### src/rtl/vga_bounce_pic.sv
// vga_bounce_pic: RGB565 pixel generator drawing a bouncing, colour-cycling
// square on a flat background. One registered output stage, one motion FSM
// stepping the square once per frame.
// Optional build macro: VGA_BORDER_EN draws a grey 1-pixel frame border.
module vga_bounce_pic #(
  parameter int          H_ACTIVE = 640,
  parameter int          V_ACTIVE = 480,
  parameter int          BOX_SIZE = 32,
  parameter int          STEP     = 2,
  parameter logic [15:0] BG_COLOR = 16'hFFFF
) (
  input  logic        clk,
  input  logic        rst,
  input  logic [9:0]  pix_x,
  input  logic [9:0]  pix_y,
  input  logic        pix_valid,
  input  logic        frame_end,
  output logic [15:0] pix_data,
  output logic        pix_data_valid,
  output logic [9:0]  box_x,
  output logic [9:0]  box_y
);

  localparam logic [10:0] LIM_X  = 11'(H_ACTIVE - BOX_SIZE);
  localparam logic [10:0] LIM_Y  = 11'(V_ACTIVE - BOX_SIZE);
  localparam logic [10:0] STEP11 = 11'(STEP);
  localparam logic [10:0] BOX11  = 11'(BOX_SIZE);

  typedef enum logic {S_WAIT, S_MOVE} state_t;

  state_t      state_q, state_d;
  logic [9:0]  box_x_q, box_x_d, box_y_q, box_y_d;
  logic        dir_x_q, dir_x_d, dir_y_q, dir_y_d;
  logic [1:0]  idx_q, idx_d;
  logic [15:0] pix_data_q, pix_data_d;
  logic        pix_data_valid_q;
  logic [11:0] nx, ny;
  logic [10:0] px11, py11, bx11, by11;
  logic        in_box;

  // Fixed four-colour palette for the square.
  function automatic logic [15:0] palette(input logic [1:0] idx);
    case (idx)
      2'd0:    return 16'hF800;
      2'd1:    return 16'h07E0;
      2'd2:    return 16'h001F;
      default: return 16'hFFE0;
    endcase
  endfunction

  // One axis step with clamping at both walls; result is {hit, dir, pos}.
  function automatic logic [11:0] axis_next(input logic [9:0] pos,
                                            input logic dir,
                                            input logic [10:0] lim);
    logic [10:0] p;
    logic [10:0] fwd;
    logic [10:0] bwd;
    p   = {1'b0, pos};
    fwd = p + STEP11;
    bwd = p - STEP11;
    if (!dir) begin
      if (fwd >= lim) return {1'b1, 1'b1, lim[9:0]};
      else            return {1'b0, 1'b0, fwd[9:0]};
    end else begin
      if (p <= STEP11) return {1'b1, 1'b0, 10'd0};
      else             return {1'b0, 1'b1, bwd[9:0]};
    end
  endfunction

  // Motion FSM: idle until frame_end, then spend exactly one cycle moving.
  always_comb begin
    state_d = state_q;
    box_x_d = box_x_q;
    box_y_d = box_y_q;
    dir_x_d = dir_x_q;
    dir_y_d = dir_y_q;
    idx_d   = idx_q;
    nx      = axis_next(box_x_q, dir_x_q, LIM_X);
    ny      = axis_next(box_y_q, dir_y_q, LIM_Y);
    case (state_q)
      S_WAIT: if (frame_end) state_d = S_MOVE;
      S_MOVE: begin
        state_d = S_WAIT;
        box_x_d = nx[9:0];
        dir_x_d = nx[10];
        box_y_d = ny[9:0];
        dir_y_d = ny[10];
        // A corner hit still advances the colour only once.
        if (nx[11] || ny[11]) idx_d = idx_q + 2'd1;
      end
      default: state_d = S_WAIT;
    endcase
  end

  // Pixel colour: square over (optional border) over background.
  always_comb begin
    px11   = {1'b0, pix_x};
    py11   = {1'b0, pix_y};
    bx11   = {1'b0, box_x_q};
    by11   = {1'b0, box_y_q};
    in_box = (bx11 <= px11) && (px11 < bx11 + BOX11) &&
             (by11 <= py11) && (py11 < by11 + BOX11);
    pix_data_d = 16'h0000;
    if (pix_valid) begin
      if (in_box) begin
        pix_data_d = palette(idx_q);
`ifdef VGA_BORDER_EN
      end else if (pix_x == 10'd0 || pix_x == 10'(H_ACTIVE - 1) ||
                   pix_y == 10'd0 || pix_y == 10'(V_ACTIVE - 1)) begin
        pix_data_d = 16'h7BEF;
`endif
      end else begin
        pix_data_d = BG_COLOR;
      end
    end
  end

  // State, position, direction, palette index and output registers.
  always_ff @(posedge clk or posedge rst) begin
    if (rst) begin
      state_q          <= S_WAIT;
      box_x_q          <= '0;
      box_y_q          <= '0;
      dir_x_q          <= 1'b0;
      dir_y_q          <= 1'b0;
      idx_q            <= '0;
      pix_data_q       <= '0;
      pix_data_valid_q <= 1'b0;
    end else begin
      state_q          <= state_d;
      box_x_q          <= box_x_d;
      box_y_q          <= box_y_d;
      dir_x_q          <= dir_x_d;
      dir_y_q          <= dir_y_d;
      idx_q            <= idx_d;
      pix_data_q       <= pix_data_d;
      pix_data_valid_q <= pix_valid;
    end
  end

  assign pix_data       = pix_data_q;
  assign pix_data_valid = pix_data_valid_q;
  assign box_x          = box_x_q;
  assign box_y          = box_y_q;

endmodule

### config.mk
export PLATFORM = sky130hd
export DESIGN_NAME = vga_bounce_pic
export DESIGN_NICKNAME = d
export VERILOG_FILES = /design/src/rtl/vga_bounce_pic.sv
export SDC_FILE = /design/constraint.sdc
export NUM_CORES = 1
export LEC_CHECK = 0
export BUFFER_PORTS_ARGS = -buffer_cell sky130_fd_sc_hd__buf_2
export CORE_ASPECT_RATIO = 0.5
export CORE_MARGIN = 2
export CORE_UTILIZATION = 51
export CTS_CLUSTER_DIAMETER = 80
export CTS_CLUSTER_SIZE = 8
export DETAILED_ROUTE_END_ITERATION = 6
export PLACE_DENSITY = 0.75
export SYNTH_ARGS = -nofsm -noshare
export SYNTH_HDL_FRONTEND = slang
export SYNTH_SLANG_ARGS = --single-unit
### constraint.sdc
create_clock -name clk -period 2.35 [get_ports clk]
set_clock_uncertainty 0.1 [all_clocks]
set_input_delay 0.47 -clock clk [delete_from_list [all_inputs] [get_ports clk]]
set_output_delay 0.47 -clock clk [all_outputs]
set_load 0.005 [all_outputs]
# Word level (Yosys, flattened, before mapping)
# Cells that the tools add are included.
# word_totals
word_cells	43
out_inout_bits	37
in_bits	24
register_bits	42
# classes
bitwise	1
n_eq_ne	2
n_reduce_logical	6
add_sub_neg	7
magnitude_cmp	8
mux	11
# ops
op	n
$mux W12	6
$pmux W16 S3	1
$mux W16	2
$add A10 B2 Y11 const B	2
$add A10 B6 Y11 const B	2
$lt A10 B11 Y1	2
$le A10 B10 Y1	2
$le A10 B2 Y1 const B	2
$sub A10 B2 Y10 const B	2
$ge A11 B10 Y1 const B	1
$ge A11 B9 Y1 const B	1
$logic_and A1 B1 Y1	3
$add A2 B1 Y2 const B	1
$eq A2 B1 Y1 const B	1
$eq A2 B2 Y1 const B	1
$logic_not A2 Y1	1
$pmux W1 S2	1
$reduce_and A2 Y1	1
$logic_or A1 B1 Y1	1
$mux W1	1
$not A1 Y1	1

# Longest topological paths before layout
# depth
depth_word	7
ltp_mapped	11
depth_no_buf	10

# Least setup slack after synthesis
# Ideal clock, no wire load.
# synth_timing
kind	flip-flop to flip-flop
startpoint	reg box_x_q[5] (netlist: box_x[5])
endpoint	reg pix_data_q[10] (netlist: pix_data[10])
t_required_ps	2126
slack_ps	-150
t_arrival_ps	2276
n_path_buf	1
stages_incl_launch_ff	12
cell_sequence	dfrtp_1 > buf_2 > and2_1 > nand2_1 > xor2_1 > ha_1 > a21o_1 > a21oi_1 > o211ai_1 > a32oi_1 > o211ai_1 > o31a_1
# synth_via
elab_chain_len	7
word_cells_on_any_way	8
classes_between	add/sub (1); order compare (2); mux (2); reduce/logical (3)
# synth_rtl
item	line_no	rtl
start: declaration	32	logic [9:0] box_x_q, box_x_d, box_y_q, box_y_d;
start signal: assignment	131	box_x_q <= box_x_d;
$add A10 B6 Y11	101	in_box = (bx11 <= px11) && (px11 < bx11 + BOX11) &&
$lt A10 B11 Y1	101	
$logic_and A1 B1 Y1 * (2 in series)	101	
$logic_and A1 B1 Y1 *	102	(by11 <= py11) && (py11 < by11 + BOX11);
$mux W16 *	105	if (in_box) begin
$mux W16 *	104	if (pix_valid) begin
named net pix_data_d[10]	35	logic [15:0] pix_data_q, pix_data_d;
end signal: assignment	136	pix_data_q <= pix_data_d;
end: declaration	35	
# Mark *: on every way through the listed nets, which the timed path passes. The rest lies on a longest branch.
# A chain may end at the register's enable or synchronous reset.

# Worst setup path in the final report
# Ends and elaborated chain as after synthesis.

==> reports/results.ini <==
[run_status]
status = finished with violations
violations = setup timing

[timing]
setup_viol_count_final = 3
setup_ws_ns = -0.171
finalCritPeriodShare_pct = 107
slew_headroom_pct = 58.3
max_freq_mhz = 397
fin_crit_ns = 2.52
drv_slew = 0
rsz0062_at_grt = yes
hold_viol_final = 0
worst_pin_slew_ns = 0.620

[logic_synthesis]
ys_types = 64
synth_most_common_cell = ha_1
synth.avg_cell_area_um2 = 8.35
synth_common_cells = ha_1, inv_1, dfrtp_1
netlist_instances = 372
ys_seq_elements = 27
postSynth.asyncResetShare_pct = 100
yosys.area.top_type = dfrtp_1
netlist_area_um2 = 3110
synth_area_leaders = dfrtp_1, ha_1, inv_1
synth.top_cell.area_share_pct = 21.7
synth_edf_count = 0
ys_seq_area_share_pct = 21.7
synth_ff_type = dfrtp_1
yosys_warnings = 0

[cells_and_area]
drive_gt1_share_pct = 37.9
instances_no_fill = 571
final_area_um2 = 4180
diodes = 0
n_fill_cell = 472
multiInputGateArea_um2 = 2230
area_growth_pct = 34.6
post-route-util_pct = 69.9
seq_area_um2 = 682
fin_nets = 568

[route]
drc = 0
drt-total-wl_um = 8710
wire_per_inst_um = 15.3
drt_iter0_drc = 179
avgViaCountPerCell = 5.63
via_count = 3216
postRouteAntennaNets = 0
first_pass_iters = 4

[critical_path]
crit_path_end_kind = flip-flop
cp.required_ns = 2.40
worstPathArrival_ns = 2.57
cp-start-kind = flip-flop
rrSetupSlack_ns = -0.17
startpoint = box_x[5]
reg2regPathDepth = 10
criticalPathCategory = reg2reg
crit_end = pix_data[10]
r2r_end = pix_data[10]
crit_fanout = 5
rr_startpoint = box_x[5]

[worst_hold_path]
min_path_type = in2async

[clocking]
hold_buffers = 0
cts_tree = built
clock_sinks = 27
clock_latency_ns = 0.26
cts_buffers = 3
cts-htree-levels = 1
clk_pin_slew_ns = 0.07
root_buffer = clkbuf_16
clockBufferDepth = 2

[die]
fp.dieW_um = 114
num_io_pins = 61
die_area_um2 = 6770
core_um2 = 5980
rows = 20
initial_utilization_pct = 51.9
dieHeight_um = 59.2

[global_route]
grt_start_max_net_pins = 40
met3_usage_pct = 2.35
antenna_found_initial = 0
use_met1_pct = 34.3
grt_pass1_wl_um = 14400
grt.busiest_layer = met2
grt.total_usage_pct = 26.7
overflow = 0
grt_pass1_vias = 3098
grt_use_met2_pct = 49.1

[pwr]
fin_total_pwr_w = 0.00301
powerDensity_nw_per_um2 = 719
p_leak_nw = 2.13
peakVddDrop_v = 0.000433

[place]
gp_congestion = 0.928
placed_cell_area_um2 = 3940
hpwl_um = 6830
post-place-ws_ns = -0.273
io_buffer_count = 58
place_inst = 560

[run]
maxCapViolations = 0

metal layers:
layer / share of wire, % / vias up
met5: 0 / -
met1: 45 / 1513
met3: 4.8 / 11
met2: 48 / 101
li1: - / 1591
met4: 1.3 / 0
how the worst min path moves through the flow:
| stage | endpoint | slack (ns) | depth (start not counted) |
|---|---|---|---|
| 2_1_floorplan | idx_q[0] | 0.40 | 1 |
| 3_3_place_gp | idx_q[0] | 0.42 | 1 |
| 3_5_place_dp | idx_q[0] | 0.44 | 1 |
| 4_1_cts | box_x[6] | 0.17 | 3 |
| 5_1_grt | box_x[7] | 0.19 | 3 |
| 6_report | box_x[7] | 0.16 | 3 |
registers in the layout (all words and copies together) (netlist names):
register	flops
box_x	9
box_y	9
dir_x_q	1
dir_y_q	1
idx_q	2
pix_data	3
pix_data_valid	1
state_q	1
critical path, stage by stage, from the launching register on:
cell,delay [ns]
dfrtp_1,0.42
and2_4,0.18
nand2_2,0.05
xor2_1,0.14
ha_1,0.29
a21o_1,0.18
a21oi_2,0.16
o211ai_1,0.13
a32oi_2,0.26
o211ai_1,0.21
o31a_1,0.28
placed cells by master, fill, tap and decap left out, drive strengths merged, types with 9 or more instances in the layout:
master / netlist / final
buf: 17 / 145
ha: 49 / 49
inv: 38 / 38
dfrtp: 27 / 27
nand2: 26 / 26
a21oi: 23 / 23
o21ai: 15 / 15
nor2: 14 / 14
nand3: 10 / 10
a21o: 9 / 9
nor3: 9 / 9
and3: 9 / 9
report_power, final:
part | internal, W | switching, W
clock | 0.000232 | 0.000159
sequential | 0.000569 | 0.000157
combinational | 0.000969 | 0.000920
metrics by stage:
stage	hold slack, ns	setup TNS, ns
after detailed placement	0.444	-1.02
after floorplan	0.398	-0.00827
final	0.155	-0.395
after CTS	0.168	-0.347
after global placement	0.415	-0.567
after global routing	0.195	-0.863
final cells by class:
class / instances / share of cell area [%]
clock buffer: 4 / 1.89
sequential: 27 / 16.3
timing repair buffer: 145 / 22.7
inverter: 39 / 3.50
multi-input combinational: 279 / 53.2
tap: 77 / 2.30
cell families after synthesis:
| logic type | Yosys count | synth area share [%] |
|---|---|---|
| AO/OA/AOI/OAI | 109 | 25.6 |
| XOR/XNOR | 11 | 3.10 |
| adder cells (fa/ha/maj) | 49 | 19.7 |
| buffers and inverters | 67 | 9.99 |
| flip-flops | 27 | 21.7 |
| multiplexers | 6 | 2.17 |
| other | 1 | 0.121 |
| AND/OR/NAND/NOR | 102 | 17.5 |
what timing repair did:
| action | 4_1_cts | 5_1_grt |
|---|---|---|
| endpoints found under the hold margin | 0 | 0 |
| buffers inserted | 1 | 6 |
| pin swaps | 5 | 11 |
| gates resized for setup | 10 | 20 |
| setup endpoints to repair | 13 | 19 |
Note: power is estimated with default switching activity, not from simulation.
